<file path="src/rtl/mem_port_arbiter_pkg.sv">
// Shared widths, owner encodings and read-tag layout for the RAM port arbiter.
package mem_port_arbiter_pkg;

  localparam int unsigned AW = 16;
  localparam int unsigned DW = 16;

  typedef enum logic [1:0] {
    OWNER_NONE = 2'd0,
    OWNER_P0   = 2'd1,
    OWNER_P1   = 2'd2
  } owner_e;

  typedef struct packed {
    logic valid;
    logic port;
  } rd_tag_t;

endpackage

</file>
<file path="src/rtl/mem_port_arbiter_rr_arb2.sv">
// Two-port round-robin grant logic with owner override; purely combinational.
module rr_arb2
  import mem_port_arbiter_pkg::*;
(
  input  logic [1:0] req,
  input  logic       rr_last,
  input  logic [1:0] owner,
  output logic [1:0] gnt
);

  always_comb begin
    gnt = 2'b00;
    case (owner)
      OWNER_P0: gnt = {1'b0, req[0]};
      OWNER_P1: gnt = {req[1], 1'b0};
      default: begin
        // On contention the port that was not granted last wins.
        if (req == 2'b11) gnt = rr_last ? 2'b01 : 2'b10;
        else              gnt = req;
      end
    endcase
  end

endmodule

</file>
<file path="src/rtl/mem_port_arbiter.sv">
// Shares one RAM port between the CPU (port 0) and the IO/LCD front panel (port 1),
// with registered RAM outputs, lockable ownership and a fixed-latency tagged read return.
module mem_port_arbiter
  import mem_port_arbiter_pkg::*;
#(
  parameter int unsigned READ_LAT = 2
) (
  input  logic          clk,
  input  logic          reset,
  input  logic          req0,
  input  logic          req1,
  input  logic          we0,
  input  logic          we1,
  input  logic [AW-1:0] addr0,
  input  logic [AW-1:0] addr1,
  input  logic [DW-1:0] wdata0,
  input  logic [DW-1:0] wdata1,
  input  logic          lock0,
  input  logic          lock1,
  output logic          gnt0,
  output logic          gnt1,
  output logic          rvalid0,
  output logic          rvalid1,
  output logic [DW-1:0] rdata,
  output logic [AW-1:0] mem_address,
  output logic [DW-1:0] mem_data,
  output logic          mem_wren,
  input  logic [DW-1:0] mem_q,
  output logic          busy
);

  owner_e                     owner_q, owner_d;
  logic                       rr_last_q, rr_last_d;
  logic [AW-1:0]              mem_address_q, mem_address_d;
  logic [DW-1:0]              mem_data_q, mem_data_d;
  logic                       mem_wren_q, mem_wren_d;
  rd_tag_t [READ_LAT-1:0]     tag_q, tag_d;
  rd_tag_t                    new_tag;
  logic [1:0]                 gnt_c;

  rr_arb2 u_arb (
    .req     ({req1, req0}),
    .rr_last (rr_last_q),
    .owner   (owner_q),
    .gnt     (gnt_c)
  );

  // State register.
  always_ff @(posedge clk) begin
    if (reset) begin
      owner_q       <= OWNER_NONE;
      rr_last_q     <= 1'b1;
      mem_address_q <= '0;
      mem_data_q    <= '0;
      mem_wren_q    <= 1'b0;
      tag_q         <= '0;
    end else begin
      owner_q       <= owner_d;
      rr_last_q     <= rr_last_d;
      mem_address_q <= mem_address_d;
      mem_data_q    <= mem_data_d;
      mem_wren_q    <= mem_wren_d;
      tag_q         <= tag_d;
    end
  end

  // Ownership next state; an idle locked owner releases by dropping lock with req low.
  always_comb begin
    owner_d = owner_q;
    if (gnt_c[0])      owner_d = lock0 ? OWNER_P0 : OWNER_NONE;
    else if (gnt_c[1]) owner_d = lock1 ? OWNER_P1 : OWNER_NONE;
    else if (owner_q == OWNER_P0 && !req0 && !lock0) owner_d = OWNER_NONE;
    else if (owner_q == OWNER_P1 && !req1 && !lock1) owner_d = OWNER_NONE;
  end

  // Memory-side capture and read-tag pipe; writes enter the pipe as bubbles.
  always_comb begin
    mem_address_d = mem_address_q;
    mem_data_d    = mem_data_q;
    mem_wren_d    = 1'b0;
    rr_last_d     = rr_last_q;
    new_tag       = '0;
    if (gnt_c[0]) begin
      mem_address_d = addr0;
      mem_data_d    = wdata0;
      mem_wren_d    = we0;
      rr_last_d     = 1'b0;
      new_tag       = '{valid: ~we0, port: 1'b0};
    end else if (gnt_c[1]) begin
      mem_address_d = addr1;
      mem_data_d    = wdata1;
      mem_wren_d    = we1;
      rr_last_d     = 1'b1;
      new_tag       = '{valid: ~we1, port: 1'b1};
    end
    tag_d = {tag_q[READ_LAT-2:0], new_tag};
  end

  // Output decode.
  always_comb begin
    gnt0        = gnt_c[0];
    gnt1        = gnt_c[1];
    rvalid0     = tag_q[READ_LAT-1].valid & ~tag_q[READ_LAT-1].port;
    rvalid1     = tag_q[READ_LAT-1].valid &  tag_q[READ_LAT-1].port;
    rdata       = mem_q;
    mem_address = mem_address_q;
    mem_data    = mem_data_q;
    mem_wren    = mem_wren_q;
    busy        = (owner_q != OWNER_NONE);
    for (int unsigned i = 0; i < READ_LAT; i++) busy = busy | tag_q[i].valid;
  end

endmodule
</file>
<file path="config.mk">
export PLATFORM = sky130hd
export DESIGN_NAME = mem_port_arbiter
export DESIGN_NICKNAME = d
export VERILOG_FILES = /design/src/rtl/mem_port_arbiter_pkg.sv /design/src/rtl/mem_port_arbiter_rr_arb2.sv /design/src/rtl/mem_port_arbiter.sv
export SDC_FILE = /design/constraint.sdc
export NUM_CORES = 1
export LEC_CHECK = 0
export ABC_AREA = 1
export CORE_MARGIN = 2
export CORE_UTILIZATION = 38
export DETAILED_ROUTE_END_ITERATION = 7
export PLACE_DENSITY = 0.95
export SLEW_MARGIN = 10
export SYNTH_ARGS = -nofsm -noshare
export SYNTH_HDL_FRONTEND = slang
export SYNTH_SLANG_ARGS = --single-unit
</file>
<file path="constraint.sdc">
create_clock -name clk -period 3.5 [get_ports clk]
set_clock_uncertainty 0.15 [all_clocks]
set_input_delay 0.525 -clock clk [delete_from_list [all_inputs] [get_ports clk]]
set_output_delay 0.525 -clock clk [all_outputs]
set_load 0.02 [all_outputs]
</file>
==> results.json, run 1 <==
{
  "critPathMaxFanout": 3,
  "n_fill_cell": 484,
  "cts_max_level": 2,
  "r2r-end": "owner_q[1]$_SDFFE_PP0P_",
  "powerDensity_nw_per_um2": 465,
  "layoutNonFillerInstCount": 475,
  "p_sw_mw": 0.503,
  "worstPathArrival_ps": 2000,
  "via_count": 2173,
  "final.period_utilization": 0.763,
  "post-cts-setup-buffers": 0,
  "reg2reg_depth": 10,
  "routedWlPerCell_microns": 11.6,
  "num_rows": 26,
  "drive_gt1_frac": 0.0420,
  "synth_area_sq_um": 2060,
  "place_ws_ps": 793,
  "clkPwrFrac": 0.213,
  "ys_types": 20,
  "setup_violations": 0,
  "area_delta_synth_final_pct": 51.6,
  "power.total_mw": 1.45,
  "die_h_microns": 77.7,
  "grt_usage": 0.178,
  "crit_type": "register to output port",
  "final_hold_viol_count": 0,
  "coreArea_sq_um": 5170,
  "end_kind": "output port",
  "clk_pin_slew_worst_paths_ps": 70,
  "whs_path_depth": 2,
  "syn_nets": 408,
  "clock_sinks": 40,
  "max-cap-violations": 0,
  "grt_antenna_before_repair": 0,
  "grt_pass1_wl_microns": 8600,
  "place.port_buffers": 109,
  "yosysTopAreaCellShare": 0.388,
  "min_from": "tag_d[2]$_SDFF_PP0_",
  "fp.dieW_microns": 77.7,
  "max_clock_freq_mhz": 374,
  "placed_cells": 467,
  "ctsHoldBuffers": 0,
  "place.gp.congestion": 0.831,
  "cts_tree": "done",
  "wl_microns": 5530,
  "yosysWarnings": 0,
  "hpwl_microns": 4030,
  "pwr-share-seq": 0.385,
  "fin_setup_tns_ps": 0,
  "syn_inst": 317,
  "num_io_pins": 142,
  "whs_ps": 254,
  "drt_iter0_markers": 80,
  "worstPathRequired_ps": 2820,
  "drc": 0,
  "start_util": 0.399,
  "p_sw_frac": 0.346,
  "synth.area.top_cells": "dfxtp_1 (39%), nand2_1 (20%), nor2_1 (13%), buf_4 (8.4%), o21ai_0 (4.4%)",
  "slew_violations": 0,
  "status": "completed",
  "reg2reg_slack_ps": 1020,
  "hold_path_class": "register to register",
  "min_period_ps": 2670,
  "ys_ff_latch": 40,
  "die_area_sq_um": 6030,
  "vias_per_cell": 4.57,
  "root_buffer": "clkbuf_8",
  "fin_ws_ps": 829,
  "seq_area_frac_synth": 0.388,
  "syn_area_per_cell_sq_um": 6.51,
  "comb_power_share": 0.402,
  "p_leak_nw": 1.41,
  "cts_made_buffers": 5,
  "grt_pass1_vias": 2018,
  "holdPathEnd": "tag_q[2]$_SDFF_PP0_",
  "clock_path_buffers": 2,
  "ant_nets": 0,
  "dr.pass1.iters": 4,
  "r2r_start": "owner_q[0]$_SDFFE_PP0P_",
  "grt_overflow": 0,
  "startpoint_type": "register",
  "ir_worst_vdd_uv": 187,
  "p_int_mw": 0.951,
  "relSlewSlack": 0.395,
  "synth_area_leader_cell": "dfxtp_1",
  "grt_max_degree": 37,
  "rsz0062_at_grt": "no",
  "nets": 495,
  "diodes": 0,
  "worstSkewPairLatency_ps": 280,
  "tightest_slew_ps": 907,
  "ctsResizeCount": 0
}
[routing by layer]
layer / global-route usage / part of all wire
met1: 0.177 / 0.40
met2: 0.328 / 0.50
met3: 0.0779 / 0.090
met4: 0.0571 / 0.0090
met5: 0 / 0
[worst max-delay path, stage by stage (launching register included)]
cell	delay, ps
dfxtp_1	370
inv_1	80
ha_1	330
inv_1	70
nand3_1	100
inv_1	50
nor2_1	110
clkdlybuf4s50_1	620
[synth_stat cells]
library cell / n
ha_1: 3
nand2_2: 1
buf_4: 23
nand2_4: 2
o21ai_1: 15
clkbuf_1: 3
nand4_1: 2
buf_2: 3
o21ai_0: 18
dfxtp_1: 40
nor3_2: 1
nor2_1: 70
inv_4: 2
buf_6: 2
nand3_2: 1
inv_1: 14
nand2_1: 111
a21oi_1: 2
nand3_1: 3
nand3b_1: 1
[cells in the final DEF, fill, tap and decap left out, drive strengths merged]
cell type,count
ha,3
clkinv,2
inv,16
clkdlybuf4s50,109
a21oi,2
dfxtp,40
clkbuf,6
nand4,2
nor3,1
o21ai,33
nor2,70
buf,2
nand3b,1
nand2,114
nand3,4
[area by class of cell]
class / instances / area (sq um) / share of cell area
repair buffers: 111 / 1110 / 0.354
flip-flops and latches: 40 / 801 / 0.256
well taps: 70 / 87.6 / 0.0280
multi-input cells: 230 / 976 / 0.312
clock buffers: 6 / 82.6 / 0.0264
inverters: 16 / 65.1 / 0.0208
clock inverters: 2 / 10.0 / 0.00320
[power by group through the flow]
| stage | clock (mW) | sequential, mW | combinational [mW] |
|---|---|---|---|
| 6_report | 0.309 | 0.560 | 0.584 |
| 5_1_grt | 0.335 | 0.568 | 0.641 |
| 3_5_place_dp | 0 | 0.569 | 0.588 |
| 3_3_place_gp | 0 | 0.568 | 0.571 |
| 4_1_cts | 0.318 | 0.560 | 0.590 |
| 2_1_floorplan | 0 | 0.644 | 0.289 |
[per-stage QoR]
step | area, sq um | util
after detailed placement | 3040 | 0.587
after floorplan | 2060 | -
after global placement | 3040 | 0.587
after global routing | 3130 | 0.605
final | 3130 | 0.605
after CTS | 3130 | 0.605
[how the worst max path moves through the flow]
stage / startpoint / to / slack, ps / cells past startpoint
global placement: req1 / owner_q[1]$_SDFFE_PP0P_ / 870 / 8
floorplan: owner_q[0]$_SDFFE_PP0P_ / gnt0 / 1580 / 8
detailed placement: req1 / owner_q[1]$_SDFFE_PP0P_ / 790 / 8
finish: owner_q[0]$_SDFFE_PP0P_ / gnt1 / 830 / 7
CTS: owner_q[0]$_SDFFE_PP0P_ / gnt1 / 810 / 7
global route: owner_q[0]$_SDFFE_PP0P_ / gnt1 / 670 / 7
[flip-flops by register name (all words and copies together) (netlist names)]
| signal | cells |
|---|---|
| tag_q | 2 |
| mem_data | 16 |
| mem_address | 16 |
| tag_d | 2 |
| mem_wren | 1 |
| owner_q | 2 |
| rr_last_q | 1 |
[kinds of logic (layout without fill, tap and decap cells)]
logic type | count (synthesis) | after routing | synth area share
simple gates | 192 | 192 | 0.370
buf+inv | 47 | 135 | 0.139
flops | 40 | 40 | 0.388
compound gates | 35 | 35 | 0.0849
fa+ha+maj | 3 | 3 | 0.0182
No activity file was read; power rests on OpenSTA's default activity.
==> run 2, diff against run 1 <==
--- a/config.mk
+++ b/config.mk
@@ -7,9 +7,9 @@
 export LEC_CHECK = 0
 export ABC_AREA = 1
 export CORE_MARGIN = 2
-export CORE_UTILIZATION = 38
+export CORE_UTILIZATION = 32
 export DETAILED_ROUTE_END_ITERATION = 7
-export PLACE_DENSITY = 0.95
+export PLACE_DENSITY = 0.87
 export SLEW_MARGIN = 10
 export SYNTH_ARGS = -nofsm -noshare
 export SYNTH_HDL_FRONTEND = slang
==> constraint.sdc (replaced) <==
create_clock -name clk -period 2.2 [get_ports clk]
set_clock_uncertainty 0.15 [all_clocks]
set_input_delay 0.33 -clock clk [delete_from_list [all_inputs] [get_ports clk]]
set_output_delay 0.33 -clock clk [all_outputs]
set_load 0.02 [all_outputs]
==> results.json, run 2 (synthesized netlist as in run 1, its figures left out) <==
{
  "r2r_start": "owner_q[0]$_SDFFE_PP0P_",
  "routedWlPerCell_microns": 11.4,
  "num_rows": 29,
  "grt_usage": 0.162,
  "cts_made_buffers": 5,
  "die_area_sq_um": 7110,
  "end_kind": "output port",
  "clk_pin_slew_worst_paths_ps": 80,
  "root_buffer": "clkbuf_8",
  "fin_setup_tns_ps": 0,
  "ant_nets": 0,
  "cp_slowest_stage_delay_ps": 600,
  "critPathMaxFanout": 3,
  "vias_per_cell": 4.55,
  "n_fill_cell": 615,
  "reg2reg_slack_ps": 240,
  "drive_gt1_frac": 0.0704,
  "worstPathArrival_ps": 1570,
  "fp.dieW_microns": 84.3,
  "reg2reg_depth": 10,
  "hold_path_class": "register to register",
  "power.total_mw": 2.46,
  "place.port_buffers": 109,
  "area_delta_synth_final_pct": 57.5,
  "ctsHoldBuffers": 0,
  "multi_input_area_sq_um": 997,
  "setup_violations": 0,
  "via_count": 2224,
  "place.gp.congestion": 0.787,
  "clock_path_buffers": 2,
  "rsz0062_at_grt": "no",
  "final_cell_mix": "nand2_1 (111), clkdlybuf4s50_1 (107), nor2_1 (70), dfxtp_1 (38), o21ai_0 (17)",
  "placed_cells": 481,
  "wl_met3_microns": 460,
  "grt_max_degree": 36,
  "powerDensity_nw_per_um2": 758,
  "slew_violations": 0,
  "clock_sinks": 40,
  "status": "completed",
  "diodes": 0,
  "start_util": 0.329,
  "post-cts-setup-buffers": 0,
  "whs_path_depth": 2,
  "drc": 0,
  "startpoint_type": "register",
  "top_layer": "met4",
  "cts_tree": "done",
  "max_clock_freq_mhz": 488,
  "regArea_sq_um": 803,
  "r2r-end": "mem_data[9]$_SDFFE_PP0P_",
  "relSlewSlack": 0.754,
  "min_period_ps": 2050,
  "final_hold_viol_count": 0,
  "layoutNonFillerInstCount": 489,
  "grt_overflow": 0,
  "grt_antenna_before_repair": 0,
  "mostFrequentLayoutCell": "nand2_1",
  "grt_pass1_wl_microns": 9450,
  "grt_pass1_vias": 2265,
  "cp_slowest_cell": "clkdlybuf4s50_1",
  "worstSkewPairLatency_ps": 290,
  "p_leak_nw": 1.46,
  "die_h_microns": 84.3,
  "min_from": "tag_d[2]$_SDFF_PP0_",
  "drt-met1-wl_microns": 2240,
  "dr.pass1.iters": 4,
  "final.period_utilization": 0.932,
  "hpwl_microns": 4230,
  "ir_worst_vdd_uv": 324,
  "tightest_slew_ps": 368,
  "wl_met2_microns": 2800,
  "holdPathEnd": "tag_q[2]$_SDFF_PP0_",
  "drt_iter0_markers": 48,
  "coreArea_sq_um": 6280,
  "max-cap-violations": 0,
  "cts_max_level": 2,
  "nets": 502,
  "cp_cell_sequence": "inv_1 -> ha_4 -> nand3_1 -> clkdlybuf4s50_1",
  "crit_type": "register to output port",
  "num_io_pins": 142,
  "worstPathRequired_ps": 1720,
  "wl_microns": 5570
}
[run 2: cell type report]
cell class | instances | share of cell area
Clock buffer | 5 | 0.0212
Tap cell | 77 | 0.0296
Clock inverter | 3 | 0.0131
Sequential cell | 40 | 0.247
Multi-Input combinational cell | 230 | 0.307
Timing Repair Buffer | 118 | 0.360
Inverter | 16 | 0.0216
[run 2: repair_timing]
action,CTS,global route
endpoints found under the setup margin,2,36
cloned,0,0
pin swaps,0,1
resized for setup,5,9
[run 2: per-stage QoR]
step	worst slack, ps	area, sq um	util	hold WS [ps]
after CTS	9.74	3220	0.513	259
after floorplan	480	2060	-	238
after detailed placement	5.71	3110	0.495	248
after global placement	19.3	3110	0.495	239
final	150	3250	0.518	268
after global routing	49.1	3250	0.518	291
[run 2: routing by layer]
| metal | GRT usage | up-vias |
|---|---|---|
| met3 | 0.0560 | 7 |
| li1 | - | 1144 |
| met4 | 0.0587 | 0 |
| met5 | 0 | - |
| met2 | 0.302 | 84 |
| met1 | 0.167 | 989 |
[run 2: report_power, final]
group / internal [mW] / switching (mW) / total [mW]
logic: 0.461 / 0.518 / 0.979
clock network: 0.336 / 0.256 / 0.592
registers: 0.837 / 0.0558 / 0.892
[run 2: worst max-delay path: cells and delay by family, from the launching register on]
kind	cells	cell delay, ps
buf+inv	2	690
fa+ha+maj	1	170
flops	1	350
simple gates	1	80
[run 2: worst max-delay path by stage]
stage                                       start    to  depth (start not counted)
final                     owner_q[0]$_SDFFE_PP0P_  busy                          4
after detailed placement                     req0  gnt0                          6
after global placement                       req0  gnt0                          6
after floorplan           owner_q[0]$_SDFFE_PP0P_  gnt0                          8
after CTS                 owner_q[0]$_SDFFE_PP0P_  gnt1                          7
after global routing      owner_q[0]$_SDFFE_PP0P_  gnt0                          8
